===== src/rtl/seg7_pkg.sv =====
// Shared seven-segment constants: digit count, blank pattern, glyph table.
// Glyphs are active-low {g,f,e,d,c,b,a}.
package seg7_pkg;

    localparam int NUM_DIGITS = 4;

    localparam logic [6:0] SEG_BLANK = 7'h7F;

    localparam logic [6:0] GLYPHS [16] = '{
        7'h40, 7'h79, 7'h24, 7'h30,
        7'h19, 7'h12, 7'h02, 7'h78,
        7'h00, 7'h10, 7'h08, 7'h03,
        7'h46, 7'h21, 7'h06, 7'h0E
    };

endpackage


===== src/rtl/bcd_to_seg7.sv =====
// BCD/hex nibble to active-low seven-segment glyph.
// Purely combinational.
module bcd_to_seg7
    import seg7_pkg::*;
(
    input  logic [3:0] bcd,
    output logic [6:0] seg
);

    assign seg = GLYPHS[bcd];

endmodule


===== src/rtl/seg7_scan_driver.sv =====
// Multiplexed 4-digit common-anode scan driver with
// per-frame snapshot, leading-zero blanking and blink.
module seg7_scan_driver
    import seg7_pkg::*;
#(
    parameter int DWELL_CYCLES = 12500,
    parameter int GUARD_CYCLES = 250,
    parameter int BLINK_CYCLES = 25000000
) (
    input  logic       clk,
    input  logic       rst,
    input  logic [3:0] digit0,
    input  logic [3:0] digit1,
    input  logic [3:0] digit2,
    input  logic [3:0] digit3,
    input  logic [3:0] dp_in,
    input  logic [3:0] blink_mask,
    input  logic       blank_lz,
    output logic [3:0] an,
    output logic [6:0] seg,
    output logic       dp,
    output logic       frame_start
);

    localparam int DW = $clog2(DWELL_CYCLES);
    localparam int BW = (BLINK_CYCLES > 1) ? $clog2(BLINK_CYCLES) : 1;

    logic [DW-1:0]       dwell;
    logic [1:0]          idx;
    logic [BW-1:0]       bcnt;
    logic                phase;
    logic [3:0][3:0]     s_d;
    logic [3:0]          s_dp;
    logic [3:0]          s_mask;
    logic                s_lz;

    logic                dwell_wrap;
    logic                frame_wrap;
    logic                blink_wrap;
    logic [3:0]          cur;
    logic [6:0]          glyph;
    logic                lz1, lz2, lz3;
    logic                lzb;
    logic                blank;
    logic [3:0]          an_n;
    logic [6:0]          seg_n;
    logic                dp_n;

    assign dwell_wrap = (dwell == DW'(DWELL_CYCLES - 1));
    assign frame_wrap = dwell_wrap && (idx == 2'd3);
    assign blink_wrap = (bcnt == BW'(BLINK_CYCLES - 1));

    always_ff @(posedge clk or posedge rst) begin
        if (rst) begin
            dwell <= '0;
            idx   <= '0;
        end else begin
            dwell <= dwell_wrap ? '0 : dwell + 1'b1;
            if (dwell_wrap)
                idx <= idx + 1'b1;
        end
    end

    always_ff @(posedge clk or posedge rst) begin
        if (rst) begin
            bcnt  <= '0;
            phase <= 1'b0;
        end else begin
            bcnt <= blink_wrap ? '0 : bcnt + 1'b1;
            if (blink_wrap)
                phase <= ~phase;
        end
    end

    // Snapshot only at the frame boundary so a frame never tears.
    always_ff @(posedge clk or posedge rst) begin
        if (rst) begin
            s_d    <= '0;
            s_dp   <= '0;
            s_mask <= '0;
            s_lz   <= 1'b0;
        end else if (frame_wrap) begin
            s_d    <= {digit3, digit2, digit1, digit0};
            s_dp   <= dp_in;
            s_mask <= blink_mask;
            s_lz   <= blank_lz;
        end
    end

    assign cur = s_d[idx];

    bcd_to_seg7 u_dec (
        .bcd (cur),
        .seg (glyph)
    );

    always_comb begin
        lz3 = s_lz && (s_d[3] == 4'd0);
        lz2 = lz3 && (s_d[2] == 4'd0);
        lz1 = lz2 && (s_d[1] == 4'd0);
        lzb = 1'b0;
        unique case (idx)
            2'd0: lzb = 1'b0;
            2'd1: lzb = lz1;
            2'd2: lzb = lz2;
            2'd3: lzb = lz3;
        endcase
        blank = lzb | (phase & s_mask[idx]);
        seg_n = blank ? SEG_BLANK : glyph;
        dp_n  = blank | ~s_dp[idx];
        an_n  = ~(4'b0001 << idx);
        if (dwell < DW'(GUARD_CYCLES))
            an_n = 4'b1111;
    end

    always_ff @(posedge clk or posedge rst) begin
        if (rst) begin
            an          <= 4'b1111;
            seg         <= SEG_BLANK;
            dp          <= 1'b1;
            frame_start <= 1'b0;
        end else begin
            an          <= an_n;
            seg         <= seg_n;
            dp          <= dp_n;
            frame_start <= frame_wrap;
        end
    end

endmodule


===== config.mk =====
export PLATFORM = sky130hd
export DESIGN_NAME = seg7_scan_driver
export DESIGN_NICKNAME = d
export VERILOG_FILES = /design/src/rtl/seg7_pkg.sv /design/src/rtl/bcd_to_seg7.sv /design/src/rtl/seg7_scan_driver.sv
export SDC_FILE = /design/constraint.sdc
export NUM_CORES = 1
export LEC_CHECK = 0
export CORE_MARGIN = 5
export CORE_UTILIZATION = 25
export DETAILED_ROUTE_END_ITERATION = 16
export MAX_ROUTING_LAYER = met4
export PLACE_DENSITY_LB_ADDON = 0.3
export SETUP_SLACK_MARGIN = 0.4
export SYNTH_ARGS = -nofsm -noshare
export SYNTH_HDL_FRONTEND = slang
export SYNTH_SLANG_ARGS = --single-unit

===== constraint.sdc =====
create_clock -name clk -period 6 [get_ports clk]
set_clock_uncertainty 0.05 [all_clocks]
set_input_delay 0.9 -clock clk [delete_from_list [all_inputs] [get_ports clk]]
set_output_delay 0.9 -clock clk [all_outputs]
set_load 0.03 [all_outputs]

==> metrics.txt, run 1 <==
Relative slew margins=33.2%; Synth area leaders=dfrtp_1, dfstp_2, mux2_4, xor2_1, ha_1; CTS Sinks=80; final WL=7920 µm; setup repair bufs after CTS=0; Iter 0 DRT Violations=122; sequential area share after synthesis=51.5%; hpwl dp=5560 µm; dpl cells=563; register area=2020 µm²; top cell type's share of synthesized area=43.4%; Max H-tree Level=3; Synth Cell Area=3920 µm²; endpoints failing hold=0; Post-Synthesis Net Count=361; fill cell count=1583; commonest non-fill, non-tap cell in the layout=dfrtp_1; slowest cell on the critical path=clkdlybuf4s50_1; CP peak stage delay=670 ps; Via density=4.37; nets@finish=403; async set or reset register ratio after synthesis=100%; largest net degree at the start of global routing=81; Area Growth Syn to Fin=21.5%; Port-buffer cells=39; Setup CP Type=reg -> out; Final Max Tran Viols=0; Synth Area in Compound Gates=4.25%; Post-route DRC=0; Die Y=135 µm; CP top delay family=buffers and inverters; met3 track demand over resource=3.01%; part of the cycle the worst path needs=41.2%; power per cell area=239 nW/µm²; commonest cells after routing, fill and taps aside=dfrtp_1, clkdlybuf4s50_1, nor2_1; Starting Density=25.6%; Core Util, Final=31.1%; Die W=135 µm; Synth cell types=44; Req. time, crit path=5050 ps; share of cells above drive strength 1=17.7%; Mean Syn Cell Area=12.2 µm²; flops & latches, synth=80; total CTS buffers=9; CTS tree=built; CP Capture Type=primary output; antenna violations before repair=0; GRT Util Overall=9.48%; first-pass GRT wire length=13400 µm; post-cts hold buffer count=0; mux contribution to synthesized area=13.3%; Final Critical Period=2470 ps; Worst Path Max Fanout=1; clock latency on the worst-skew pair=330 ps; Clock transition at path regs=50 ps; row count=45; EDFF count, synth=0; Hold/Removal Path Class=reg -> reg; Ports=40; Synth Instances=321; cts repair resizes=0; vias in the first global route=2635; outcome=finished clean; # setup viols final=0; Top Usage Layer GRT=met2; Post-Layout Cell Count=578; GP Congestion=0.830; drt pass-1 iters=4; routed wire length per instance=13.7 µm; Post-Synth Simple-Gate Area=16.4%; GRT met1 Usage=12.5%; critical path arrival=1520 ps; CTS root buffer=clkbuf_16; Overflow after GRT=0; RSZ-0062 raised after global routing=false; diode count=0; full die area=18300 µm²; multi-input logic area=1790 µm²; worst path cell trace=clkdlybuf4s50_1; xor/xnor share of the synthesized area=7.60%; fmax=0.404 GHz; max-cap violations=0; post-synthesis adder-cell area fraction=4.15%; vias=2525; Worst setup SP type=flip-flop; Peak VDD IR=0.130 mV; Antenna Nets Post-Route=0; Synth warnings=0; CP Buf/Inv Count=1; area leader, netlist=dfrtp_1; main combinational cell family by area after synthesis=simple AND/OR/NAND/NOR gates; clk buf depth=2; dominant synthesized flop cell=dfrtp_1; Leak=2.08 nW; setup_tns=0 ps; GR Layer Usage met2=13.7%; worst slew pin tran=1000 ps; Core Region=15300 µm²
## flip-flops by register name, indices dropped and copies added (netlist names), 2 cells and up
signal,count
bcnt,25
s_d,16
dwell,14
seg,7
an,4
s_dp,4
s_mask,4
idx,2
## per-layer routing
layer  part of all wire (%)  routed length [µm]  vias to the layer above
met2                     45                3570                       44
li1                       -                   -                     1211
met3                    4.0                 319                       11
met1                     50                3930                     1259
met4                    1.3                 102                        0
met5                      0                   0                        -
## cells by family (layout without fill, tap and decap cells)
logic type      after synthesis  in the layout
compound gates               26             26
xor+xnor                     34             34
fa+ha+maj                    13             13
buf+inv                      17             63
flops                        80             80
mux                          33             33
simple gates                118            118
## layout make-up
cell class | instances | area share (%)
clock buffer | 11 | 5.09
clock inverter | 4 | 0.446
inverter | 8 | 0.657
multi-input combinational | 224 | 37.6
sequential | 80 | 42.3
tap | 211 | 5.54
timing repair buffer | 40 | 8.35
## power breakdown
part / internal (mW) / total [mW] / switching [mW] / leakage [nW]
sequential: 0.556 / 0.565 / 0.00864 / 0.989
combinational: 0.0433 / 0.0818 / 0.0384 / 0.963
clock: 0.286 / 0.490 / 0.204 / 0.129
## cell usage after synthesis (2+ instances only)
cell type  instances
and3_1             9
xor2_1            20
o21a_1             2
nor3_1             4
dfrtp_1           68
o21ai_0           11
ha_1              13
dfstp_2           12
nand2_1           24
buf_2              4
o211ai_1           5
nand3b_1           4
xnor2_1           14
o31ai_1            2
nor3b_1            2
and2_1             2
nor2_1            30
nand3_1           19
mux2_4            19
nor4_4             2
mux2_2             6
buf_12             2
mux4_2             7
and4_1             3
a21oi_1            2
nand4_1            8
inv_1              8
nor4_1             3
## path summary, 6_finish.rpt
| kind | start | end | slack, ps | cells after the start |
|---|---|---|---|---|
| setup / recovery | an[0] | an[0] | 3530 | 1 |
| hold / removal | dwell[0] | dwell[0] | 420 | 1 |
| setup reg to reg | idx[0] | seg[0] | 3790 | 5 |
| hold reg to reg | dwell[0] | dwell[0] | 420 | 1 |
| max in group asynchronous | rst | idx[0] | 4110 | 3 |
| min in group asynchronous | rst | bcnt[15] | 1140 | 3 |
## through the flow
step                      hold slack [ps]  area [µm²]  total power, mW  setup WS (ps)
final                                 416        4760             1.14           3530
after CTS                             414        4760             1.16           3510
after global routing                  449        4760             1.18           3480
after detailed placement              407        4500            0.658           3680
after global placement                403        4500            0.657           3700
after floorplan                       374        3920            0.619           3020
Power figures use the tool's default switching activity.
==> run 2: changes to the inputs <==
Clock period 6 ns to 2.4 ns, I/O delays scaled along.
==> metrics.txt, run 2 (same netlist as run 1, synthesis figures left out) <==
outcome=finished clean; biggest regs=bcnt (25), s_d (16), dwell (14); drt pass-1 iters=5; CP Buf/Inv Count=1; commonest cells after routing, fill and taps aside=dfrtp_1, clkdlybuf4s50_1, nor2_1; sequential share of power=46.0%; power per cell area=628 nW/µm²; antenna violations before repair=0; share of cells above drive strength 1=20.3%; critical path arrival=1530 ps; Core Region=15300 µm²; Switching Share=21.7%; Die W=135 µm; Worst Path Max Fanout=1; endpoints failing hold=0; Via density=4.33; Max H-tree Level=3; Power, Total=3.07 mW; Final Critical Period=1940 ps; RSZ-0062 raised after global routing=false; Relative slew margins=62.5%; Setup CP Type=reg -> out; vias=2531; Comb pwr share=7.0%; Psw=0.667 mW; Fin Hold WS=304 ps; full die area=18300 µm²; GP Congestion=0.762; Die Y=135 µm; hpwl dp=5720 µm; fmax=0.516 GHz; worst path cell trace=clkdlybuf4s50_1; Port-buffer cells=39; internal power=2.41 mW; Worst setup SP type=flip-flop; Ports=40; row count=45; CTS root buffer=clkbuf_16; max FFs per register=25; # setup viols final=0; clock latency on the worst-skew pair=350 ps; part of the cycle the worst path needs=80.7%; routed wire length per instance=13.8 µm; diode count=0; Starting Density=25.6%; Clk pwr share=47.0%; Iter 0 DRT Violations=170; setup_tns=0 ps; max-cap violations=0; CTS Sinks=80; clk buf depth=2; Req. time, crit path=1990 ps; Leak=2.14 nW; Hold/Removal Path Class=in -> async; Area Growth Syn to Fin=24.9%; commonest non-fill, non-tap cell in the layout=dfrtp_1; nets@finish=410; total CTS buffers=9; slowest cell on the critical path=clkdlybuf4s50_1; worst slew pin tran=559 ps; CTS tree=built; GRT Util Overall=9.72%; Clock transition at path regs=70 ps; Peak VDD IR=0.313 mV; Core Util, Final=32.0%; vias in the first global route=2572; Final Max Tran Viols=0; Overflow after GRT=0; first-pass GRT wire length=13400 µm; Antenna Nets Post-Route=0; Post-route DRC=0; CP top delay family=buffers and inverters; CP peak stage delay=670 ps; CP Capture Type=primary output; largest reg by FF count=bcnt; largest net degree at the start of global routing=66; final WL=8090 µm
## run 2: changes by cell type in the layout (fill, tap and decap cells not counted), sizes merged
cell and delta:
clkinvlp +1, clkinv -1, buf +7, bufinv +2, clkbuf -2
## run 2: cell type report
cell class,count,area (µm²)
clock buffers,9,225
clock inverters,6,85.1
fillers,1568,10400
inverters,8,33.8
multi-input cells,224,1810
flip-flops and latches,80,2020
well taps,211,264
repair buffers,47,463
## run 2: worst register-to-register path, stage by stage (launching register included)
cell and delay, ps:
dfrtp_1 440, nor4_4 370, and4_1 370, nand2_8 200, mux2_4 370
## run 2: layer usage
layer | vias up | track usage (%) | wire length (µm) | share of wire [%]
li1 | 1226 | - | - | -
met1 | 1237 | 13.2 | 4090 | 51
met2 | 56 | 13.2 | 3430 | 42
met3 | 12 | 3.68 | 452 | 5.6
met4 | 0 | 3.19 | 122 | 1.5
met5 | - | - | 0 | 0
## run 2: worst paths after layout
kind	cells after the start	from	to	slack, ps
max	1	an[0]	an[0]	460
min	2	rst	s_dp[1]	300
max reg2reg	4	dwell[10]	s_d[8]	490
min reg2reg	1	dwell[0]	dwell[0]	410
max in group asynchronous	3	rst	an[1]	1310
min in group clk	1	dwell[0]	dwell[0]	410
## run 2: stage by stage
stage / instances / cell area [µm²] / setup slack, ps
after floorplan: 321 / 3920 / 470
after global placement: 567 / 4550 / 464
after detailed placement: 567 / 4550 / 452
after CTS: 582 / 4860 / 419
after global routing: 585 / 4890 / 396
final: 585 / 4890 / 463
## run 2: power groups by stage
stage               combinational, mW  clock [mW]  sequential [mW]
floorplan                      0.0942           0             1.45
global placement                0.209           0             1.44
detailed placement              0.213           0             1.44
CTS                             0.215        1.49             1.41
global route                    0.234        1.53             1.42
finish                          0.214        1.45             1.41
## run 2: timing repair
action,4_1_cts,5_1_grt
setup buffers,0,3
gates resized for setup,0,4
endpoints found under the setup margin,0,10
hold buffers,0,0
